--- src/rtl/prbs_pkg.sv ---
// Shared types and constants for the PRBS-15 link test: run states, LED status codes
// and the default pattern width / frame count used by generator, detector and sequencer.
package prbs_pkg;

    typedef enum logic [2:0] {
        StIdle  = 3'd0,
        StClear = 3'd1,
        StLoad  = 3'd2,
        StRun   = 3'd3,
        StPass  = 3'd4,
        StFail  = 3'd5
    } state_e;

    localparam logic [3:0] STATUS_PASS = 4'b0101;
    localparam logic [3:0] STATUS_FAIL = 4'b1010;
    localparam logic [3:0] STATUS_NONE = 4'b0000;

    localparam int unsigned DEF_PATTERN_W = 32;
    localparam int unsigned DEF_N_FRAMES  = 2;

endpackage

--- src/rtl/prbs_run_timer.sv ---
// RUN-phase bit counter: synchronous clear, count enable, saturation at all-ones,
// timeout terminal-count compare and minimum-run (early-detect limit) compare.
module prbs_run_timer #(
    parameter int unsigned CNT_W   = 16,
    parameter int unsigned TIMEOUT = 4096,
    parameter int unsigned MIN_CNT = 64
) (
    input  logic             clk,
    input  logic             rst,
    input  logic             clr_i,
    input  logic             en_i,
    output logic [CNT_W-1:0] cnt_o,
    output logic             tc_o,
    output logic             min_ok_o
);

    localparam logic [CNT_W-1:0] TcVal  = CNT_W'(TIMEOUT - 1);
    localparam logic [CNT_W-1:0] MinVal = CNT_W'(MIN_CNT);
    localparam logic [CNT_W-1:0] MaxVal = '1;

    logic [CNT_W-1:0] cnt_q, cnt_d;

    // Next count: clear has priority, otherwise count up and stick at all-ones.
    always_comb begin
        cnt_d = cnt_q;
        if (clr_i) begin
            cnt_d = '0;
        end else if (en_i && (cnt_q != MaxVal)) begin
            cnt_d = cnt_q + 1'b1;
        end
    end

    // Count register.
    always_ff @(posedge clk) begin
        if (rst) begin
            cnt_q <= '0;
        end else begin
            cnt_q <= cnt_d;
        end
    end

    assign cnt_o    = cnt_q;
    assign tc_o     = (cnt_q == TcVal);
    assign min_ok_o = (cnt_q >= MinVal);

endmodule

--- src/rtl/prbs_test_ctrl.sv ---
// Run-level sequencer for the PRBS-15 link test: CLEAR -> LOAD -> RUN -> PASS/FAIL,
// with abort, early-detect and timeout handling. All outputs are registered.
// Optional build macro PRBS_CTRL_STATS_EN adds saturating pass/fail run counters;
// without it pass_cnt and fail_cnt are tied to zero.
module prbs_test_ctrl
    import prbs_pkg::*;
#(
    parameter int unsigned PATTERN_W = DEF_PATTERN_W,
    parameter int unsigned N_FRAMES  = DEF_N_FRAMES,
    parameter int unsigned CLR_CYC   = 2,
    parameter int unsigned TIMEOUT   = 4096,
    parameter int unsigned CNT_W     = 16
) (
    input  logic                 clk,
    input  logic                 rst,
    input  logic                 start,
    input  logic                 abort,
    input  logic [PATTERN_W-1:0] pattern,
    output logic [PATTERN_W-1:0] gen_pattern,
    output logic                 gen_load,
    output logic                 gen_en,
    output logic                 det_clr,
    input  logic                 det_done,
    output logic                 busy,
    output logic                 pass,
    output logic                 fail,
    output logic [3:0]           status,
    output logic [CNT_W-1:0]     bit_cnt,
    output logic [7:0]           pass_cnt,
    output logic [7:0]           fail_cnt
);

    localparam logic [3:0] ClrLast = 4'(CLR_CYC - 1);

    state_e state_q, state_d;
    logic [3:0] clr_cnt_q, clr_cnt_d;

    logic [PATTERN_W-1:0] gen_pattern_q;
    logic gen_load_q, gen_en_q, det_clr_q, busy_q, pass_q, fail_q;
    logic [3:0] status_q;

    logic start_acc;
    logic run_en;
    logic tc, min_ok;

    // A start is taken only when not busy and not overridden by abort.
    assign start_acc = start && !abort &&
                       ((state_q == StIdle) || (state_q == StPass) || (state_q == StFail));
    // Count only cycles that stay in RUN, so the final value is the one that decided.
    assign run_en    = (state_q == StRun) && (state_d == StRun);

    // Next-state decode: abort first, then per-state transitions; done beats timeout.
    always_comb begin
        state_d = state_q;
        if (abort) begin
            state_d = StIdle;
        end else begin
            unique case (state_q)
                StIdle, StPass, StFail: begin
                    if (start) state_d = StClear;
                end
                StClear: begin
                    if (clr_cnt_q == ClrLast) state_d = StLoad;
                end
                StLoad: begin
                    state_d = StRun;
                end
                StRun: begin
                    if (det_done) begin
                        state_d = min_ok ? StPass : StFail;
                    end else if (tc) begin
                        state_d = StFail;
                    end
                end
                default: begin
                    state_d = StIdle;
                end
            endcase
        end
    end

    // Clear-phase cycle counter restarts on every entry to CLEAR.
    always_comb begin
        clr_cnt_d = 4'd0;
        if ((state_q == StClear) && (state_d == StClear)) begin
            clr_cnt_d = clr_cnt_q + 4'd1;
        end
    end

    // State and clear counter registers.
    always_ff @(posedge clk) begin
        if (rst) begin
            state_q   <= StIdle;
            clr_cnt_q <= 4'd0;
        end else begin
            state_q   <= state_d;
            clr_cnt_q <= clr_cnt_d;
        end
    end

    // Output registers decoded from the next state, so they track state_q exactly.
    always_ff @(posedge clk) begin
        if (rst) begin
            gen_pattern_q <= '0;
            gen_load_q    <= 1'b0;
            gen_en_q      <= 1'b0;
            det_clr_q     <= 1'b0;
            busy_q        <= 1'b0;
            pass_q        <= 1'b0;
            fail_q        <= 1'b0;
            status_q      <= STATUS_NONE;
        end else begin
            if (start_acc) gen_pattern_q <= pattern;
            gen_load_q <= (state_d == StLoad);
            gen_en_q   <= (state_d == StRun);
            det_clr_q  <= (state_d == StClear);
            busy_q     <= (state_d == StClear) || (state_d == StLoad) || (state_d == StRun);
            pass_q     <= (state_d == StPass);
            fail_q     <= (state_d == StFail);
            status_q   <= (state_d == StPass) ? STATUS_PASS :
                          (state_d == StFail) ? STATUS_FAIL : STATUS_NONE;
        end
    end

    prbs_run_timer #(
        .CNT_W   (CNT_W),
        .TIMEOUT (TIMEOUT),
        .MIN_CNT (PATTERN_W * N_FRAMES)
    ) u_run_timer (
        .clk      (clk),
        .rst      (rst),
        .clr_i    (start_acc),
        .en_i     (run_en),
        .cnt_o    (bit_cnt),
        .tc_o     (tc),
        .min_ok_o (min_ok)
    );

`ifdef PRBS_CTRL_STATS_EN
    logic [7:0] pass_cnt_q, fail_cnt_q;

    // Saturating run counters bumped on entry to PASS / FAIL; only rst clears them.
    always_ff @(posedge clk) begin
        if (rst) begin
            pass_cnt_q <= 8'd0;
            fail_cnt_q <= 8'd0;
        end else begin
            if ((state_d == StPass) && (state_q != StPass) && (pass_cnt_q != 8'hff)) begin
                pass_cnt_q <= pass_cnt_q + 8'd1;
            end
            if ((state_d == StFail) && (state_q != StFail) && (fail_cnt_q != 8'hff)) begin
                fail_cnt_q <= fail_cnt_q + 8'd1;
            end
        end
    end

    assign pass_cnt = pass_cnt_q;
    assign fail_cnt = fail_cnt_q;
`else
    assign pass_cnt = 8'd0;
    assign fail_cnt = 8'd0;
`endif

    assign gen_pattern = gen_pattern_q;
    assign gen_load    = gen_load_q;
    assign gen_en      = gen_en_q;
    assign det_clr     = det_clr_q;
    assign busy        = busy_q;
    assign pass        = pass_q;
    assign fail        = fail_q;
    assign status      = status_q;

endmodule

--- config.mk ---
export PLATFORM = sky130hd
export DESIGN_NAME = prbs_test_ctrl
export DESIGN_NICKNAME = d
export VERILOG_FILES = /design/src/rtl/prbs_pkg.sv /design/src/rtl/prbs_run_timer.sv /design/src/rtl/prbs_test_ctrl.sv
export SDC_FILE = /design/constraint.sdc
export NUM_CORES = 1
export LEC_CHECK = 0
export CAP_MARGIN = 20
export CORE_ASPECT_RATIO = 0.9
export CORE_UTILIZATION = 60
export DETAILED_ROUTE_END_ITERATION = 8
export DONT_BUFFER_PORTS = 1
export MAX_ROUTING_LAYER = met4
export PLACE_DENSITY = 0.76
export SYNTH_ARGS = -nofsm -noshare
export SYNTH_HDL_FRONTEND = slang
export SYNTH_SLANG_ARGS = --single-unit
--- constraint.sdc ---
create_clock -name clk -period 2.85 [get_ports clk]
set_input_delay 0.285 -clock clk [delete_from_list [all_inputs] [get_ports clk]]
set_output_delay 0.285 -clock clk [all_outputs]
set_load 0.01 [all_outputs]
==> results.cfg <==
[place]
place_area_um2 = 2690
dp_cells = 380
post-dp-hpwl_um = 3910
dpl_worst_slack_ns = 0.688
gp_congestion = 0.867
numPortBuffers = 0

[timing]
fin_crit_ns = 2.30
period_share_pct = 80.9
fmax_mhz = 434
skew_ns = 0.00736
setup_tns_ns = 0
rsz0062_at_grt = false
final_hold_viol_count = 0
relSlewSlack_pct = 46.1
setup_viol = 0
slew_violations = 0
final.setup.worst_slack_ns = 0.546
tightest_slew_ns = 0.802

[layout]
final_cell_area_um2 = 2950
num_antenna_cells = 0
drive_gt1_share_pct = 7.02
fin_nets = 378
final_cell_mix = nand2_1, dfxtp_1, a21oi_1, nor2_1, conb_1
fill_cells = 366
syn2layout_area_growth_pct = 7.33
mostFrequentLayoutCell = nand2_1
instances_no_fill = 402

[pwr]
ir_drop_mv = 0.382
power.total_mw = 1.81
power_density_nw_per_um2 = 612
power.leakage_nw = 1.08

[floorplanning]
die_h_um = 66.2
core_area_um2 = 4240
ios = 111
dieArea_um2 = 4860
row_count = 22
floorplan.initialDensity_pct = 64.8
die_w_um = 73.3

[clock_tree]
cts_tree = done
clock_path_buffers = 2
cts_buffers = 9
htreeDepth = 3
cts_root_buf = clkbuf_8
cts.clk_slew.worst_paths_ns = 0.07
cts.sinks = 62
clkLatencyLatePin_ns = 0.34
post-cts-setup-buffers = 0

[logic_synthesis]
yosysSeqAreaShare_pct = 45.2
synth.cell_area_um2 = 2750
synthCells = 337
yosysTopAreaCell = dfxtp_1
syn_area_per_cell_um2 = 8.16
synth-seq-cells = 62
synth_cell_type_count = 43
synth_warnings = 0
yosysTopAreaCellShare_pct = 45.2
synth.area.top_cells = dfxtp_1, nand2_1, a21oi_1

[route]
wl_um = 6180
vias = 2277
antenna_left = 0
drtIter0Drc = 208
via_per_inst = 5.66
post-route-drc-count = 0
first_pass_iters = 6
wl_per_cell_um = 15.4

[global_route]
grt_pass1_vias = 1919
grt-ovfl-total = 0
grt_pass1_wl_um = 9520
grt_start_max_net_pins = 33
antenna_found_initial = 0
grt_usage_pct = 26.9

[min_path]
hold_class = in2reg

[run_status]
outcome = completed

[critical_path]
critPathLaunchType = register
critPathArrivalTime_ns = 2.59
endpoint_kind = register
worstSetupPathType = reg2reg
crit_required_ns = 3.13
crit_fanout = 7

[job]
max_cap_viol_count = 0
-- synthesized netlist by cell type, drive strengths merged --
library cell / count
a21oi: 41
and3: 5
o31ai: 4
a31o: 1
nor4: 7
ha: 4
o22ai: 2
nor2b: 1
o32ai: 1
nor3: 7
inv: 4
or3: 7
nand3: 9
o21a: 2
or3b: 3
and4: 1
or2b: 2
dfxtp: 62
nor2: 18
a211o: 2
nand2: 76
mux2i: 2
nand2b: 7
nor3b: 1
nand3b: 2
o211ai: 1
a31oi: 2
xor2: 2
clkbuf: 14
or4: 6
a211oi: 1
nand4: 10
buf: 20
o21ai: 8
conb: 1
xnor2: 1
-- where the power goes --
part           switching [mW]  leakage (nW)  internal [mW]
clock                   0.333        0.0996          0.451
combinational          0.0691         0.474         0.0325
sequential             0.0289         0.503          0.892
-- registers in the layout (all words and copies together), names as in the netlist --
name / cells
busy: 1
clr_cnt_q: 4
det_clr: 1
fail: 1
gen_en: 1
gen_load: 1
gen_pattern: 32
state_q: 3
status: 2
u_run_timer.cnt_o: 16
-- final timing paths --
| path | end | startpoint | slack, ns | cells past startpoint |
|---|---|---|---|---|
| hold reg to reg | clr_cnt_q[0]$_SDFF_PP0_ | clr_cnt_q[0]$_SDFF_PP0_ | 0.47 | 1 |
| setup reg to reg | u_run_timer.cnt_o[0]$_SDFFE_PP0P_ | u_run_timer.cnt_o[5]$_SDFFE_PP0P_ | 0.55 | 5 |
| setup / recovery | u_run_timer.cnt_o[0]$_SDFFE_PP0P_ | u_run_timer.cnt_o[5]$_SDFFE_PP0P_ | 0.55 | 5 |
| hold / removal | gen_pattern[16]$_SDFFE_PP0P_ | rst | 0.02 | 1 |
-- layer usage --
| layer | vias up | track usage (%) | share of wire, % |
|---|---|---|---|
| met1 | 1021 | 36.5 | 46 |
| met4 | 0 | 8.65 | 1.2 |
| met3 | 10 | 9.30 | 8.9 |
| met2 | 111 | 37.2 | 44 |
| met5 | - | - | 0 |
| li1 | 1135 | - | - |
-- area by class of cell --
cell class	count	area, µm²	share of cell area [%]
timing repair buffer	8	75.1	2.54
clock inverter	3	42.5	1.44
multi-input combinational	252	1340	45.5
tap	60	75.1	2.54
sequential	62	1240	42.1
inverter	4	15.0	0.509
clock buffer	13	159	5.39
-- critical path: stages, from the launching register on --
cell     delay [ns]
dfxtp_1        0.49
nand4_1        0.34
nor4_1         0.72
nor3_1         0.30
a211o_1        0.35
nand2_1        0.06
-- metrics by stage --
step                      hold slack (ns)  utilization (%)
after detailed placement            0.362             63.4
final                              0.0156             69.6
after CTS                       0.0000852             69.4
after global placement              0.358             63.4
after global routing              0.00291             69.6
after floorplan                     0.421                -
-- cell families after synthesis --
group	after synthesis	synth area share, %
compound gates	65	13.3
xor+xnor	3	0.956
fa+ha+maj	4	1.82
buf+inv	38	8.06
flops	62	45.2
mux	2	0.728
other cells	1	0.136
simple gates	162	29.9
-- what timing repair did --
item | 4_1_cts | 5_1_grt
hold endpoints to repair | 15 | 1
hold buffers | 5 | 1
gates resized for setup | 0 | 0
Power figures use the tool's default switching activity.
